File: config.mk
export PLATFORM = sky130hd
export DESIGN_NAME = uart_tx_sched
export DESIGN_NICKNAME = d
export VERILOG_FILES = /design/src/rtl/uart_tx_sched.sv
export SDC_FILE = /design/constraint.sdc
export NUM_CORES = 1
export LEC_CHECK = 0
export ABC_AREA = 1
export CELL_PAD_IN_SITES_DETAIL_PLACEMENT = 0
export CELL_PAD_IN_SITES_GLOBAL_PLACEMENT = 2
export CORE_MARGIN = 2
export CORE_UTILIZATION = 25
export DETAILED_ROUTE_END_ITERATION = 12
export HOLD_SLACK_MARGIN = 0.15
export PLACE_DENSITY_LB_ADDON = 0.1
export REMOVE_ABC_BUFFERS = 1
export SLEW_MARGIN = 30
export SYNTH_ARGS = -nofsm -noshare
export SYNTH_HDL_FRONTEND = slang
export SYNTH_SLANG_ARGS = --single-unit
File: constraint.sdc
create_clock -name baud_clk -period 6.9 [get_ports baud_clk]
set_input_delay 1.035 -clock baud_clk [delete_from_list [all_inputs] [get_ports baud_clk]]
set_output_delay 1.035 -clock baud_clk [all_outputs]
set_load 0.005 [all_outputs]
File: src/rtl/uart_tx_sched.sv
// uart_tx_sched: round-robin scheduler that shares one UART frame transmitter
// among N_REQ byte requesters. The winning byte and the frame configuration are
// latched at grant time and held steady for the transmitter until the next grant.
module uart_tx_sched #(
  parameter int N_REQ   = 4,
  parameter int TIMEOUT = 15
) (
  input  logic               baud_clk,
  input  logic               arst_n,
  input  logic [N_REQ-1:0]   req,
  input  logic [8*N_REQ-1:0] req_data,
  input  logic               cfg_data_length,
  input  logic               cfg_stop_bits,
  input  logic [1:0]         cfg_parity_type,
  output logic [N_REQ-1:0]   gnt,
  output logic               busy,
  output logic               timeout_err,
  output logic               send,
  output logic [7:0]         data_in,
  output logic               data_length,
  output logic               stop_bits,
  output logic [1:0]         parity_type,
  output logic               parity_in,
  input  logic               tx_active,
  input  logic               tx_done
);

  localparam int IW = $clog2(N_REQ);
  localparam int CW = $clog2(TIMEOUT + 1);

  typedef enum logic [1:0] {
    ST_IDLE   = 2'd0,
    ST_SEND   = 2'd1,
    ST_ACTIVE = 2'd2
  } state_t;

  // Parity over bits [6:0], plus bit 7 for 8-bit frames; odd type inverts.
  function automatic logic calc_parity(input logic [7:0] byte_v,
                                       input logic       len_8,
                                       input logic [1:0] ptype);
    logic x;
    x = (^byte_v[6:0]) ^ (byte_v[7] & len_8);
    if (ptype == 2'b01) begin
      calc_parity = ~x;
    end else begin
      calc_parity = x;
    end
  endfunction

  state_t          state_r;
  logic [IW-1:0]   last_r;
  logic [CW-1:0]   cnt_r;
  logic            send_r;
  logic            busy_r;
  logic [7:0]      data_r;
  logic            len_r;
  logic            stop_r;
  logic [1:0]      ptype_r;
  logic            par_r;

  logic            win_found_s;
  logic [IW-1:0]   win_idx_s;
  logic [IW-1:0]   scan_s;
  logic [N_REQ-1:0] gnt_s;
  logic [CW-1:0]   cnt_s;
  logic            timeout_s;
  logic [7:0]      win_byte_s;
  logic            unused_tx_done_s;

  // tx_done carries no information this scheduler needs; tx_active alone paces it.
  assign unused_tx_done_s = tx_done;

  // Round-robin search: walk from last_r+1 (wrapping) and take the first pending request.
  always_comb begin
    win_found_s = 1'b0;
    win_idx_s   = {IW{1'b0}};
    scan_s      = last_r;
    for (int k = 0; k < N_REQ; k++) begin
      if (scan_s == IW'(N_REQ - 1)) begin
        scan_s = {IW{1'b0}};
      end else begin
        scan_s = scan_s + IW'(1);
      end
      if (!win_found_s && req[scan_s]) begin
        win_found_s = 1'b1;
        win_idx_s   = scan_s;
      end else begin
        win_found_s = win_found_s;
      end
    end
  end

  assign win_byte_s = req_data[{win_idx_s, 3'b000} +: 8];

  // Grant pulse is visible in the IDLE cycle itself so the requester can drop req next cycle.
  always_comb begin
    if (arst_n && (state_r == ST_IDLE) && win_found_s) begin
      gnt_s = {{(N_REQ-1){1'b0}}, 1'b1} << win_idx_s;
    end else begin
      gnt_s = {N_REQ{1'b0}};
    end
  end

  // cnt_s is the number of SEND cycles including the current one.
  assign cnt_s = cnt_r + CW'(1);

  // Timeout fires on the TIMEOUT-th SEND cycle unless the transmitter starts in that cycle.
  always_comb begin
    if ((state_r == ST_SEND) && !tx_active && (cnt_s == CW'(TIMEOUT))) begin
      timeout_s = 1'b1;
    end else begin
      timeout_s = 1'b0;
    end
  end

  // Scheduler FSM: grant and latch in IDLE, hold send until the transmitter starts, wait for frame end.
  always_ff @(posedge baud_clk or negedge arst_n) begin
    if (!arst_n) begin
      state_r <= ST_IDLE;
      last_r  <= IW'(N_REQ - 1);
      cnt_r   <= {CW{1'b0}};
      send_r  <= 1'b0;
      busy_r  <= 1'b0;
      data_r  <= 8'h00;
      len_r   <= 1'b1;
      stop_r  <= 1'b0;
      ptype_r <= 2'b00;
      par_r   <= 1'b0;
    end else begin
      case (state_r)
        ST_IDLE: begin
          if (win_found_s) begin
            state_r <= ST_SEND;
            last_r  <= win_idx_s;
            cnt_r   <= {CW{1'b0}};
            send_r  <= 1'b1;
            busy_r  <= 1'b1;
            data_r  <= win_byte_s;
            len_r   <= cfg_data_length;
            stop_r  <= cfg_stop_bits;
            ptype_r <= cfg_parity_type;
            par_r   <= calc_parity(win_byte_s, cfg_data_length, cfg_parity_type);
          end else begin
            state_r <= ST_IDLE;
          end
        end
        ST_SEND: begin
          if (tx_active) begin
            state_r <= ST_ACTIVE;
            send_r  <= 1'b0;
          end else if (timeout_s) begin
            state_r <= ST_IDLE;
            send_r  <= 1'b0;
            busy_r  <= 1'b0;
          end else begin
            cnt_r   <= cnt_s;
          end
        end
        ST_ACTIVE: begin
          if (!tx_active) begin
            state_r <= ST_IDLE;
            busy_r  <= 1'b0;
          end else begin
            state_r <= ST_ACTIVE;
          end
        end
        default: begin
          state_r <= ST_IDLE;
          send_r  <= 1'b0;
          busy_r  <= 1'b0;
        end
      endcase
    end
  end

  assign gnt         = gnt_s;
  assign busy        = busy_r;
  assign timeout_err = timeout_s;
  assign send        = send_r;
  assign data_in     = data_r;
  assign data_length = len_r;
  assign stop_bits   = stop_r;
  assign parity_type = ptype_r;
  assign parity_in   = par_r;

endmodule

# ---- Word level (Yosys, flattened, before mapping)
# Index checks and enable logic that the tools add are counted.
# Widths: inputs -> output; s select.
dict set report word_totals {
  regBits 23
  wordCells 96
  in_bits 44
  out_inout_bits 20
}
dict set report classes {
  reduce_logical 18
  mux 39
  shift 2
  n_eq_ne 14
  magnitude_cmp 4
  bitwise_logic 4
  add_sub_neg 5
}
# operator count
set ops {}
lappend ops {{$shiftx 32x6->8} 1}
lappend ops {{$mux 2} 11}
lappend ops {{$mux 1} 16}
lappend ops {{$mux 4} 4}
lappend ops {{$lt 2x3->1 const B} 4}
lappend ops {{$eq 2x2->1 const B} 5}
lappend ops {{$ne 2x2->1 const B} 5}
lappend ops {{$add 2x1->2 const B} 4}
lappend ops {{$bmux 1 s2} 4}
lappend ops {{$pmux 4 s2} 1}
lappend ops {{$reduce_and 4->1} 2}
lappend ops {{$logic_and 1x1->1} 7}
lappend ops {{$reduce_xor 7->1} 1}
lappend ops {{$pmux 1 s3} 2}
lappend ops {{$pmux 2 s3} 1}
lappend ops {{$add 4x1->4 const B} 1}
lappend ops {{$eq 2x1->1 const B} 2}
lappend ops {{$eq 4x4->1 const B} 1}
lappend ops {{$logic_not 1->1} 4}
lappend ops {{$shl 1x2->4 const A} 1}
lappend ops {{$ne 3x3->1 const B} 1}
lappend ops {{$reduce_and 3->1} 1}
lappend ops {{$logic_not 2->1} 1}
lappend ops {{$not 1->1} 2}
lappend ops {{other kinds (4)} 4}

# ---- Longest topological paths before layout
dict set report logic_depth {
  word_depth 19
  ltp_mapped 27
  mapped_depth_nobuf 26
}

# ---- Worst setup path before layout
# No wires, ideal clock.
dict set report synth_path {
  kind {input-to-output}
  start {input port req[3]}
  end {output port gnt[2]}
  slack_ns 3.800
  cell_stages 12
  n_path_buf 1
  required_ns 5.865
  arrival_ns 2.065
  path_cell_list {inv_1 -> nand2_1 -> nand2_1 -> nand2_1 -> nand2_2 -> nand3_1 -> nor2_1 -> inv_1 -> nand2_1 -> nand2_2 -> buf_2 -> nor3_1}
}
dict set report synth_via {
  elab_chain_len 14
  word_cells_on_any_way 25
  classes_between {shift (1); mux (17); reduce/logical (7)}
}
# element line
set synth_rtl {}
lappend synth_rtl {{start, declared} 10} ;# input logic [N_REQ-1:0] req,
lappend synth_rtl {{$bmux 1 s2} 84} ;# if (!win_found_s && req[scan_s]) begin
lappend synth_rtl {{$mux 1 (not written as such)} 84}
lappend synth_rtl {{$mux 1} 84}
lappend synth_rtl {{$logic_not 1->1} 84}
lappend synth_rtl {{$logic_and 1x1->1} 84}
lappend synth_rtl {{$mux 1} 84}
lappend synth_rtl {{$logic_not 1->1} 84}
lappend synth_rtl {{$logic_and 1x1->1} 84}
lappend synth_rtl {{$mux 1} 84}
lappend synth_rtl {{$logic_not 1->1} 84}
lappend synth_rtl {{$logic_and 1x1->1} 84}
lappend synth_rtl {{$mux 2 or $mux 1 (tied branches)} 84}
lappend synth_rtl {{$shl 1x2->4 or $logic_and 1x1->1 (tied branches)} {98, 97}}
lappend synth_rtl {{$mux 4 (*)} 97} ;# if (arst_n && (state_r == ST_IDLE) && win_found_s) begin
lappend synth_rtl {{end, declared} 15} ;# output logic [N_REQ-1:0] gnt,
# Mark *: on every way between the ends. The rest lies on a longest branch, timed or not. The select of a mux whose other input is x is not followed.

# ---- Final worst setup path
dict set report layout_path {
  start {input port req[2]}
  end {output port gnt[0]}
}
# The elaborated chain is that of the path after synthesis.

==> flow_metrics.py <==
metrics = {
    "sta": {
        "final-setup-viol-count": 0,
        "slew_headroom": 0.499,
        "final_max_slew_viol_count": 0,
        "layout_setup_ws_ns": 2.43,
        "worst_slew_pin_slew_ns": 0.747,
        "rsz_0062_raised_after_global_routing": "no",
        "final_period_minus_worst_setup_slack_ns": 4.47,
        "maxClockFrequency_ghz": 0.224,
        "final-hold-violation-count": 0,
        "finalSetupTns_ns": 0,
        "clock_skew_after_layout_ns": 0.00756,
        "min_period_over_period": 0.647,
    },
    "worst_setup_path": {
        "critPathArrivalTime_ns": 3.43,
        "crit_slowest_cell": "sky130_fd_sc_hd__clkdlybuf4s50_1",
        "critical-path-max-stage-delay_ns": 0.53,
        "crit_family": "simple AND/OR/NAND/NOR gates",
        "worst_ep_required_time_ns": 5.86,
        "setup.worst_path.end_class": "output port",
        "cell_chain_critical_path": "clkdlybuf4s50_1 > inv_1 > nand2_1 > nand2_1 > nand2_1 > nand2_1 > nand4_1 > nand2_2 > nand2_2 > nor3_1 > clkdlybuf4s50_1",
        "critPathKind": "input port to output port",
        "crit_path_start_kind": "input port",
        "crit_buf_inv": 3,
        "timing.critical_path.fanout_max": 21,
        "cpMostUsedCell": "sky130_fd_sc_hd__nand2_1",
    },
    "synthesis": {
        "synth.cell_area_um2": 1920,
        "syn-mean-instance-area_um2": 6.16,
        "synth-seq-cells": 23,
        "yosys_warnings": 0,
        "ys_types": 24,
        "ys_seq_area_frac": 0.302,
        "syn_inst": 312,
    },
    "worst_hold_path": {
        "timing.hold.worst.class": "flop to flop",
    },
    "floorplan": {
        "core_region_area_um2": 7330,
        "die-width_um": 91.7,
        "die_height_um": 91.7,
        "design.die.area_um2": 8400,
        "core.rowCount": 31,
        "ios": 64,
        "floorplan.initialDensity": 0.262,
    },
    "finish": {
        "fillerInstances": 824,
        "area.growth.synth_to_final_pct": 38.6,
        "layout_commonest_cell": "sky130_fd_sc_hd__nand2_1",
        "final_net_count": 424,
        "layout.cells.most_common_list": "138 x sky130_fd_sc_hd__nand2_1, 62 x sky130_fd_sc_hd__clkdlybuf4s50_1, 38 x sky130_fd_sc_hd__inv_1",
        "antennaDiodeCount": 0,
        "post_route_cells_drive_above_1_share": 0.0833,
    },
    "global_routing": {
        "antenna_found_initial": 0,
        "first_pass_grt_wire_length_mm": 9.15,
        "maximum_number_of_pins_on_one_net_before_global_route_repair": 25,
        "globalRoute.totalOverflow": 0,
        "track_usage": 0.131,
        "number_of_global_route_vias_before_repair": 1959,
    },
    "status": {
        "run_status": "complete, no violations",
    },
    "placed_design": {
        "io_buffer_count": 62,
        "pre_cts_slack_ns": 2.46,
        "hpwl_mm": 4.01,
        "gpl.final_weighted_congestion": 0.779,
    },
    "routing": {
        "ant_nets": 0,
        "wl_per_cell_um": 11.2,
        "detail_route.first_pass.iterations": 4,
        "avgViaCountPerCell": 4.25,
        "drc": 0,
        "drt_first_iter_violations": 65,
        "via_count": 2002,
        "detail_route.wirelength_mm": 5.26,
    },
    "clocking": {
        "postCtsResizedCells": 0,
        "cts_buffer_depth": 2,
        "ctsRootBufferMaster": "sky130_fd_sc_hd__clkbuf_8",
        "tritoncts.num_buffers": 3,
        "cts_tree": "done",
        "clk_transition_reported_paths_ns": 0.09,
        "postCtsSetupRepairBufs": 0,
        "numClockSinks": 23,
        "clkLatencyLatePin_ns": 0.27,
        "hold_buf_cts": 0,
        "cts-htree-levels": 1,
    },
    "run": {
        "max-cap-violations": 0,
    },
}
[cell type report]
class	instances	area, um^2	area share
clock inverter	1	5.00	0.00188
multi-input combinational	239	1120	0.422
clock buffer	3	41.3	0.0155
sequential	23	579	0.218
inverter	43	161	0.0606
tap	99	124	0.0465
timing repair buffer	63	628	0.236
[tightest hold or removal path, stage by stage (launching register included)]
cell	delay, ns
sky130_fd_sc_hd__dfstp_2	0.38
sky130_fd_sc_hd__nand2_1	0.05
sky130_fd_sc_hd__nand2_1	0.04
[registers in the layout, summed over array words and instances, names as in the netlist]
name / flops
busy: 1
cnt_r: 4
data_in: 8
data_length: 1
last_r: 2
parity_in: 1
parity_type: 2
send: 1
state_r: 2
stop_bits: 1
[kinds of logic (layout without fill, tap and decap cells)]
logic type | after synthesis | count (layout) | share of synthesized area
AOI/OAI and AO/OA | 27 | 27 | 0.0717
muxes | 1 | 1 | 0.00586
buffers and inverters | 50 | 110 | 0.114
DFF | 23 | 23 | 0.302
and+or+nand+nor | 201 | 201 | 0.448
xor gates and xnor gates | 3 | 3 | 0.0137
adders and majority gates | 7 | 7 | 0.0456
[path summary, 6_finish.rpt]
check                       startpoint          end  slack (ns)  cells past startpoint
hold / removal             data_length  data_length        0.47                      2
setup reg to reg             last_r[0]    parity_in        3.68                     23
setup / recovery                req[2]       gnt[0]        2.43                     11
max in group asynchronous       arst_n    last_r[0]        5.48                      2
hold reg to reg            data_length  data_length        0.47                      2
min in group asynchronous       arst_n   data_in[1]        1.13                      2
[synth_stat cells]
| cell | count | area [um^2] |
|---|---|---|
| sky130_fd_sc_hd__dfstp_2 | 3 | 78.8 |
| sky130_fd_sc_hd__nor3_1 | 6 | 30.0 |
| sky130_fd_sc_hd__o21ai_1 | 2 | 10.0 |
| sky130_fd_sc_hd__nand4_1 | 2 | 12.5 |
| sky130_fd_sc_hd__nand2_1 | 138 | 518 |
| sky130_fd_sc_hd__o21ai_0 | 20 | 100 |
| sky130_fd_sc_hd__nor2_2 | 4 | 25.0 |
| sky130_fd_sc_hd__buf_2 | 1 | 5.00 |
| sky130_fd_sc_hd__clkbuf_1 | 2 | 7.51 |
| sky130_fd_sc_hd__a211oi_1 | 1 | 7.51 |
| sky130_fd_sc_hd__inv_1 | 38 | 143 |
| sky130_fd_sc_hd__xor2_1 | 2 | 17.5 |
| sky130_fd_sc_hd__nand3_1 | 28 | 140 |
| sky130_fd_sc_hd__a21oi_1 | 4 | 20.0 |
| sky130_fd_sc_hd__buf_6 | 4 | 45.0 |
| sky130_fd_sc_hd__dfrtp_1 | 20 | 500 |
| sky130_fd_sc_hd__nand3b_1 | 3 | 22.5 |
| sky130_fd_sc_hd__inv_2 | 5 | 18.8 |
| sky130_fd_sc_hd__mux2_2 | 1 | 11.3 |
| sky130_fd_sc_hd__nand2_2 | 12 | 75.1 |
| sky130_fd_sc_hd__nand3_2 | 1 | 10.0 |
| sky130_fd_sc_hd__nor2_1 | 7 | 26.3 |
| sky130_fd_sc_hd__xnor2_1 | 1 | 8.76 |
| sky130_fd_sc_hd__ha_1 | 7 | 87.6 |
[metal layers]
metal / up-vias / global-route usage / routed length [um]
li1: 1086 / - / -
met1: 880 / 0.164 / 2480
met2: 34 / 0.235 / 2510
met3: 2 / 0.0329 / 247
met5: - / 0 / 0
met4: 0 / 0.0114 / 26
[metrics by stage]
stage          cell area (um^2)  hold WS (ns)  utilization  std cells
6_report                   2660         0.466        0.363        471
5_1_grt                    2660         0.482        0.363        471
2_1_floorplan              1860         0.453            -        305
3_3_place_gp               2620         0.453        0.357        467
3_5_place_dp               2620         0.455        0.357        467
4_1_cts                    2660         0.470        0.363        471
Power is left out: the tool's default activity adds up to more than one toggle a clock period on the data nets, which glitch-free logic cannot reach.
